**src/rtl/ieeedrv_pkg.sv**
```systemverilog
// Shared IEEE drive definitions: track geometry and the track-buffer controller states.
package ieeedrv_pkg;

   localparam int TRK_MAX_4040 = 35;
   localparam int TRK_MAX_8250 = 154;

   typedef enum logic [2:0] {IDLE, CALC, FLUSH, FLUSH_WAIT, LOAD, LOAD_WAIT} trkbufState_t;

   // Highest sector number on a 1-based track; the 8250 zone layout repeats for the second side.
   function automatic logic [4:0] sector_max(input logic drv_type, input logic [7:0] track);
      logic [4:0] s;
      if (drv_type) begin
         if (track < 8'd18)       s = 5'd20;
         else if (track < 8'd25)  s = 5'd18;
         else if (track < 8'd31)  s = 5'd17;
         else                     s = 5'd16;
      end else if (track < 8'd78) begin
         if (track < 8'd40)       s = 5'd28;
         else if (track < 8'd54)  s = 5'd26;
         else if (track < 8'd65)  s = 5'd24;
         else                     s = 5'd22;
      end else begin
         if (track < 8'd117)      s = 5'd28;
         else if (track < 8'd131) s = 5'd26;
         else if (track < 8'd142) s = 5'd24;
         else                     s = 5'd22;
      end
      return s;
   endfunction

endpackage

```
**src/rtl/ieeedrv_trkofs.sv**
```systemverilog
// Iterative track offset: sums sectors of tracks 1..track-1, one track per clock.
module ieeedrv_trkofs
   import ieeedrv_pkg::*;
(
   input  logic        clk_sys,
   input  logic        reset,
   input  logic        start,
   input  logic        drv_type,
   input  logic [7:0]  track,
   output logic        done,
   output logic [15:0] off
);

   logic [7:0] t;
   logic       run;

   always_ff @(posedge clk_sys) begin
      if (reset) begin
         t    <= '0;
         run  <= 1'b0;
         done <= 1'b0;
         off  <= '0;
      end else begin
         done <= 1'b0;
         if (start) begin
            t   <= 8'd1;
            off <= '0;
            run <= 1'b1;
         end else if (run) begin
            if (t >= track) begin
               run  <= 1'b0;
               done <= 1'b1;
            end else begin
               off <= off + 16'(sector_max(drv_type, t)) + 16'd1;
               t   <= t + 8'd1;
            end
         end
      end
   end

endmodule

```
**src/rtl/ieeedrv_trkbuf_ctl.sv**
```systemverilog
// Track buffer controller: flushes a dirty track, then reads the newly selected track from SD.
module ieeedrv_trkbuf_ctl
   import ieeedrv_pkg::*;
#(
   parameter int SUBDRV = 2,
   parameter int MAXBLK = 16
)(
   input  logic                      clk_sys,
   input  logic                      reset,
   input  logic                      drv_type,
   input  logic [SUBDRV-1:0]         img_mounted,
   input  logic [SUBDRV-1:0]         img_size_ok,
   input  logic [$clog2(SUBDRV)-1:0] drv_act,
   input  logic [7:0]                track,
   input  logic                      buf_we,
   output logic                      loaded,
   output logic                      busy,
   output logic [31:0]               sd_lba,
   output logic [5:0]                sd_blk_cnt,
   output logic                      sd_sofs,
   output logic [SUBDRV-1:0]         sd_rd,
   output logic [SUBDRV-1:0]         sd_wr,
   input  logic [SUBDRV-1:0]         sd_ack
);

   trkbufState_t state, state_nx;

   logic [$clog2(SUBDRV)-1:0] cur_drv;
   logic [7:0]  cur_trk, trk_lim;
   logic        valid, dirty, flush_q, remount_q, ack_seen;
   logic        ofs_start, ofs_done;
   logic [15:0] ofs_off;
   logic [4:0]  sec_cur;
   logic [6:0]  blk_sum;
   logic [5:0]  blk_calc;
   logic        ack_cur, remount_any, mismatch, change, trk_ok, xfer_done;
   logic        idle_flush, idle_latch;

   assign ack_cur     = sd_ack[cur_drv];
   assign remount_any = remount_q | img_mounted[cur_drv];
   assign mismatch    = (cur_drv != drv_act) || (cur_trk != track);
   assign change      = mismatch || remount_any;
   assign trk_lim     = drv_type ? 8'(TRK_MAX_4040) : 8'(TRK_MAX_8250);
   assign trk_ok      = (cur_trk != 8'd0) && (cur_trk <= trk_lim);
   assign xfer_done   = ack_seen && !ack_cur;
   // A replaced image discards the buffer instead of writing it back.
   assign idle_flush  = (state == IDLE) && change && valid && dirty && !remount_any;
   assign idle_latch  = (state == IDLE) && change && !idle_flush;

   assign sec_cur = sector_max(drv_type, cur_trk);
   always_comb begin
      blk_sum  = 7'(ofs_off[0]) + 7'(sec_cur) + 7'd2;
      blk_calc = 6'(blk_sum >> 1) - 6'd1;
      if (blk_calc > 6'(MAXBLK - 1)) blk_calc = 6'(MAXBLK - 1);
   end

   ieeedrv_trkofs u_trkofs (
      .clk_sys  (clk_sys),
      .reset    (reset),
      .start    (ofs_start),
      .drv_type (drv_type),
      .track    (cur_trk),
      .done     (ofs_done),
      .off      (ofs_off)
   );

   always_ff @(posedge clk_sys) begin
      if (reset) state <= IDLE;
      else       state <= state_nx;
   end

   always_comb begin
      state_nx = state;
      case (state)
         IDLE:       if (change) state_nx = CALC;
         CALC: begin
            if (flush_q) begin
               if (ofs_done) state_nx = FLUSH;
            end else if (!trk_ok) begin
               state_nx = IDLE;
            end else if (ofs_done) begin
               state_nx = img_size_ok[cur_drv] ? LOAD : IDLE;
            end
         end
         FLUSH:      state_nx = FLUSH_WAIT;
         FLUSH_WAIT: if (xfer_done) state_nx = IDLE;
         LOAD:       state_nx = LOAD_WAIT;
         LOAD_WAIT:  if (xfer_done) state_nx = IDLE;
         default:    state_nx = IDLE;
      endcase
   end

   always_comb begin
      sd_rd     = '0;
      sd_wr     = '0;
      busy      = (state != IDLE);
      ofs_start = (state == IDLE) && change;
      if (state == FLUSH || (state == FLUSH_WAIT && !ack_seen)) sd_wr[cur_drv] = 1'b1;
      if (state == LOAD  || (state == LOAD_WAIT  && !ack_seen)) sd_rd[cur_drv] = 1'b1;
   end

   always_ff @(posedge clk_sys) begin
      if (reset) begin
         cur_drv    <= '0;
         cur_trk    <= '0;
         valid      <= 1'b0;
         dirty      <= 1'b0;
         flush_q    <= 1'b0;
         remount_q  <= 1'b0;
         ack_seen   <= 1'b0;
         loaded     <= 1'b0;
         sd_lba     <= '0;
         sd_blk_cnt <= '0;
         sd_sofs    <= 1'b0;
      end else begin
         loaded <= valid && (state == IDLE) && !mismatch && !remount_any;
         if (state == IDLE || state == CALC) ack_seen <= 1'b0;
         else if (ack_cur)                   ack_seen <= 1'b1;
         if (img_mounted[cur_drv]) remount_q <= 1'b1;
         // Order matters: a write strobe in the flush-completion cycle keeps the buffer dirty.
         if (state == FLUSH_WAIT && xfer_done) begin
            dirty   <= 1'b0;
            flush_q <= 1'b0;
         end
         if (buf_we && valid) dirty <= 1'b1;
         if (remount_any)     dirty <= 1'b0;
         if (idle_flush)      flush_q <= 1'b1;
         if (idle_latch) begin
            cur_drv   <= drv_act;
            cur_trk   <= track;
            valid     <= 1'b0;
            dirty     <= 1'b0;
            flush_q   <= 1'b0;
            remount_q <= 1'b0;
         end
         if (state == LOAD_WAIT && xfer_done) valid <= 1'b1;
         if (state == CALC && ofs_done && (flush_q || trk_ok)) begin
            sd_lba     <= {17'd0, ofs_off[15:1]};
            sd_sofs    <= ofs_off[0];
            sd_blk_cnt <= blk_calc;
         end
      end
   end

endmodule
```
**config.mk**
```make
export PLATFORM = sky130hd
export DESIGN_NAME = ieeedrv_trkbuf_ctl
export DESIGN_NICKNAME = d
export VERILOG_FILES = /design/src/rtl/ieeedrv_pkg.sv /design/src/rtl/ieeedrv_trkofs.sv /design/src/rtl/ieeedrv_trkbuf_ctl.sv
export SDC_FILE = /design/constraint.sdc
export NUM_CORES = 1
export LEC_CHECK = 0
export CAP_MARGIN = 10
export CORE_AREA = 8 8 96 98
export DETAILED_ROUTE_END_ITERATION = 8
export DIE_AREA = 0 0 104 106
export PLACE_DENSITY = 0.79
export SLEW_MARGIN = 15
export SYNTH_ARGS = -nofsm -noshare
export SYNTH_HDL_FRONTEND = slang
export SYNTH_SLANG_ARGS = --single-unit
```
**constraint.sdc**
```tcl
create_clock -name clk_sys -period 3.33 [get_ports clk_sys]
set_input_delay 0.4995 -clock clk_sys [delete_from_list [all_inputs] [get_ports clk_sys]]
set_output_delay 0.4995 -clock clk_sys [all_outputs]
set_load 0.05 [all_outputs]
```
==> results.yml <==
outcome:
  status: "finished, final reports clean"
synthesis:
  synth_top_area_share_pct: 32.8
  avgSynthCellArea_sq_um: 8.10
  yosysUniqueCellTypes: 60
  synth_ff_type: "dfxtp_1"
  synth_edf_count: 0
  synth.most_common_cell: "dfxtp_1"
  synthCells: 497
  synthesis.area_sq_um: 4030
  synth-async-reset-ratio_pct: 0
  yosysSeqAreaShare_pct: 32.8
  synthTopCellsByCount: "dfxtp_1, o21ai_0, a21oi_1, nor2_1, nand3_1"
  synth_area_leaders: "dfxtp_1, ha_1, o21ai_0, a21oi_1, nand3_1"
  synth_seq_cells: 66
  synth.largest_area_cell: "dfxtp_1"
  yosys_warnings: 0
setup_path:
  timing.rr.end: "u_trkofs.off[8]"
  critPathKind: "reg2reg"
  arrival_ns: 3.34
  reg2reg_depth: 13
  cp-end-kind: "flip-flop"
  ff2ff_setup_slack_ns: 0.23
  required_ns: 3.56
  reg2reg_from: "u_trkofs.t[2]"
  critPathMaxFanout: 13
  cp-start-kind: "flip-flop"
clock_network:
  insertion_delay_ns: 0.35
  htree_levels: 3
  tritoncts: "done"
  clock_sinks: 66
  clockBufferDepth: 2
  ctsHoldBuffers: 0
  numCtsBuffers: 9
  cts_root_buf: "clkbuf_8"
  clk_pin_slew_ns: 0.08
sta:
  final_hold_viol_count: 0
  tns_ns: 0
  post-route-period-util_pct: 93.2
  worst_slew_pin_slew_ns: 0.755
  rsz0062_at_grt: "no"
  setup_ws_ns: 0.226
  clock_skew_ns: 0.00992
  maxSlewHeadroom_pct: 49.6
  hold_slack_ns: 0.475
  drv_slew: 0
  fmax_mhz: 322
  finalSetupViolations: 0
  fin_crit_ns: 3.10
layout:
  fillers: 695
  diodes: 0
  drive_above_1_share_pct: 8.33
  utilization_pct: 60.2
  layout.nets: 576
  final-seq-area_sq_um: 1320
  areaGrowthSynthToFinish_pct: 17.2
  multi_input_area_sq_um: 2410
pwr:
  power_density_nw_per_um2: 430
  vdd_drop_max_mv: 0.196
  leakage_nw: 1.80
route:
  wirelength_mm: 9.99
  wl_per_cell_um: 15.5
  vias_per_cell: 5.76
  drt_pre_antenna_iters: 5
  drt_iter0_drc: 175
  via_count: 3712
  ant_nets: 0
  drc_errors: 0
global_route:
  track_usage_pct: 18.2
  grt_overflow: 0
  grt_use_met2_pct: 31.1
  grt_pass1_vias: 3523
  grt_max_degree: 30
  grt_pass1_wl_mm: 16.8
  busiest_layer: "met2"
  met3_usage_pct: 3.87
  grt_antenna_before_repair: 0
  grt.met1_usage_pct: 21.0
placement:
  hpwl_mm: 7.42
  place_congestion: 0.888
  post-place-ws_ns: 0.194
  portBuffers: 46
floorplanning:
  die_x_um: 104
  die_area_sq_um: 11000
  initial_core_util_pct: 51.3
  num_rows: 33
  die_h_um: 106
  core_area_sq_um: 7850
  io_pins: 64
hold_path:
  whs_endpoint: "sd_blk_cnt[4]"
  hold_start: "sd_blk_cnt[4]"
  whs_path_depth: 1
  min_path_type: "reg2reg"
flow_run:
  maxCapViolCount: 0
-- where the power goes --
group          switching [mW]  total, mW  internal (mW)
registers              0.0398      0.853          0.813
clock network           0.339      0.691          0.352
logic                   0.309      0.486          0.177
-- what timing repair did --
action	4_1_cts	5_1_grt
resized for setup	0	1
setup endpoints to repair	0	2
setup buffers	0	0
-- metal layers --
metal,routed length [um],part of all wire [%]
met3,502,5.0
met1,4320,43
met5,0,0
met2,4920,49
met4,242,2.4
-- stage by stage --
| step | std cells | total power [mW] | cell area, sq um |
|---|---|---|---|
| 3_5_place_dp | 629 | 1.35 | 4510 |
| 4_1_cts | 645 | 2.04 | 4720 |
| 2_1_floorplan | 513 | 1.24 | 4090 |
| 5_1_grt | 645 | 2.13 | 4720 |
| 3_3_place_gp | 629 | 1.34 | 4510 |
| 6_report | 645 | 2.03 | 4720 |
-- worst max path at each step --
stage / from / end / slack [ns]
final: u_trkofs.t[2] / u_trkofs.off[8] / 0.23
after global routing: u_trkofs.t[2] / u_trkofs.off[8] / 0.005
after CTS: u_trkofs.t[3] / u_trkofs.off[9] / 0.24
after detailed placement: drv_type / u_trkofs.off[12] / 0.19
after global placement: drv_type / u_trkofs.off[12] / 0.28
after floorplan: u_trkofs.t[2] / u_trkofs.off[7] / 0.39
-- layout make-up --
class | instances | share of cell area [%]
Timing Repair Buffer | 60 | 12.2
Tap cell | 105 | 2.78
Multi-Input combinational cell | 377 | 51.0
Clock buffer | 9 | 2.62
Inverter | 21 | 1.67
Clock inverter | 7 | 1.64
Sequential cell | 66 | 28.0
-- worst max-delay path: stages (launching register included) --
cell,delay (ns)
dfxtp_1,0.45
nor4_1,0.34
nand2_1,0.09
a21oi_1,0.27
o31ai_1,0.13
a21oi_1,0.15
o21ai_0,0.16
fa_1,0.47
a21o_1,0.20
a21oi_1,0.20
nand2b_1,0.16
o2111ai_1,0.15
xor2_1,0.17
nor2_1,0.05
-- flip-flops by register name, indices dropped and copies added (netlist names) --
register / cells
cur_trk: 8
remount_q: 1
state: 3
sd_sofs: 1
ack_seen: 1
dirty: 1
u_trkofs.off: 16
u_trkofs.done: 1
flush_q: 1
loaded: 1
sd_lba: 15
valid: 1
cur_drv: 1
u_trkofs.t: 8
u_trkofs.run: 1
sd_blk_cnt: 6
-- cells by family (layout without fill, tap and decap cells) --
| kind of cell | Yosys count | in the layout | synth area share, % |
|---|---|---|---|
| compound gates | 147 | 147 | 23.1 |
| other cells | 1 | 17 | 0.0931 |
| flops | 66 | 66 | 32.8 |
| xor+xnor | 21 | 21 | 4.57 |
| buf+inv | 70 | 97 | 8.98 |
| fa+ha+maj | 22 | 22 | 7.02 |
| mux | 17 | 17 | 4.38 |
| simple gates | 153 | 153 | 19.0 |
-- cell usage in the layout (no fill, tap or decap), types with 3 or more instances in the layout --
| cell type | instances |
|---|---|
| buf_4 | 13 |
| o31ai_1 | 11 |
| and3_1 | 8 |
| mux2i_1 | 15 |
| a21oi_1 | 44 |
| nor3b_1 | 3 |
| nand2b_1 | 8 |
| a21o_1 | 6 |
| o21ai_0 | 45 |
| a21oi_2 | 3 |
| clkdlybuf4s50_1 | 46 |
| nand2_1 | 22 |
| or4_1 | 6 |
| nand3_1 | 33 |
| nor2_1 | 43 |
| nor2b_1 | 3 |
| a211oi_1 | 6 |
| inv_1 | 21 |
| ha_1 | 21 |
| xor2_1 | 10 |
| clkbuf_8 | 9 |
| nor3_1 | 7 |
| xnor2_1 | 11 |
| a31oi_1 | 4 |
| or3_1 | 7 |
| dfxtp_1 | 65 |
| nand4_1 | 4 |
| o2111ai_1 | 3 |
| nor4_1 | 3 |
| conb_1 | 17 |
Note: power is estimated with default switching activity, not from simulation.
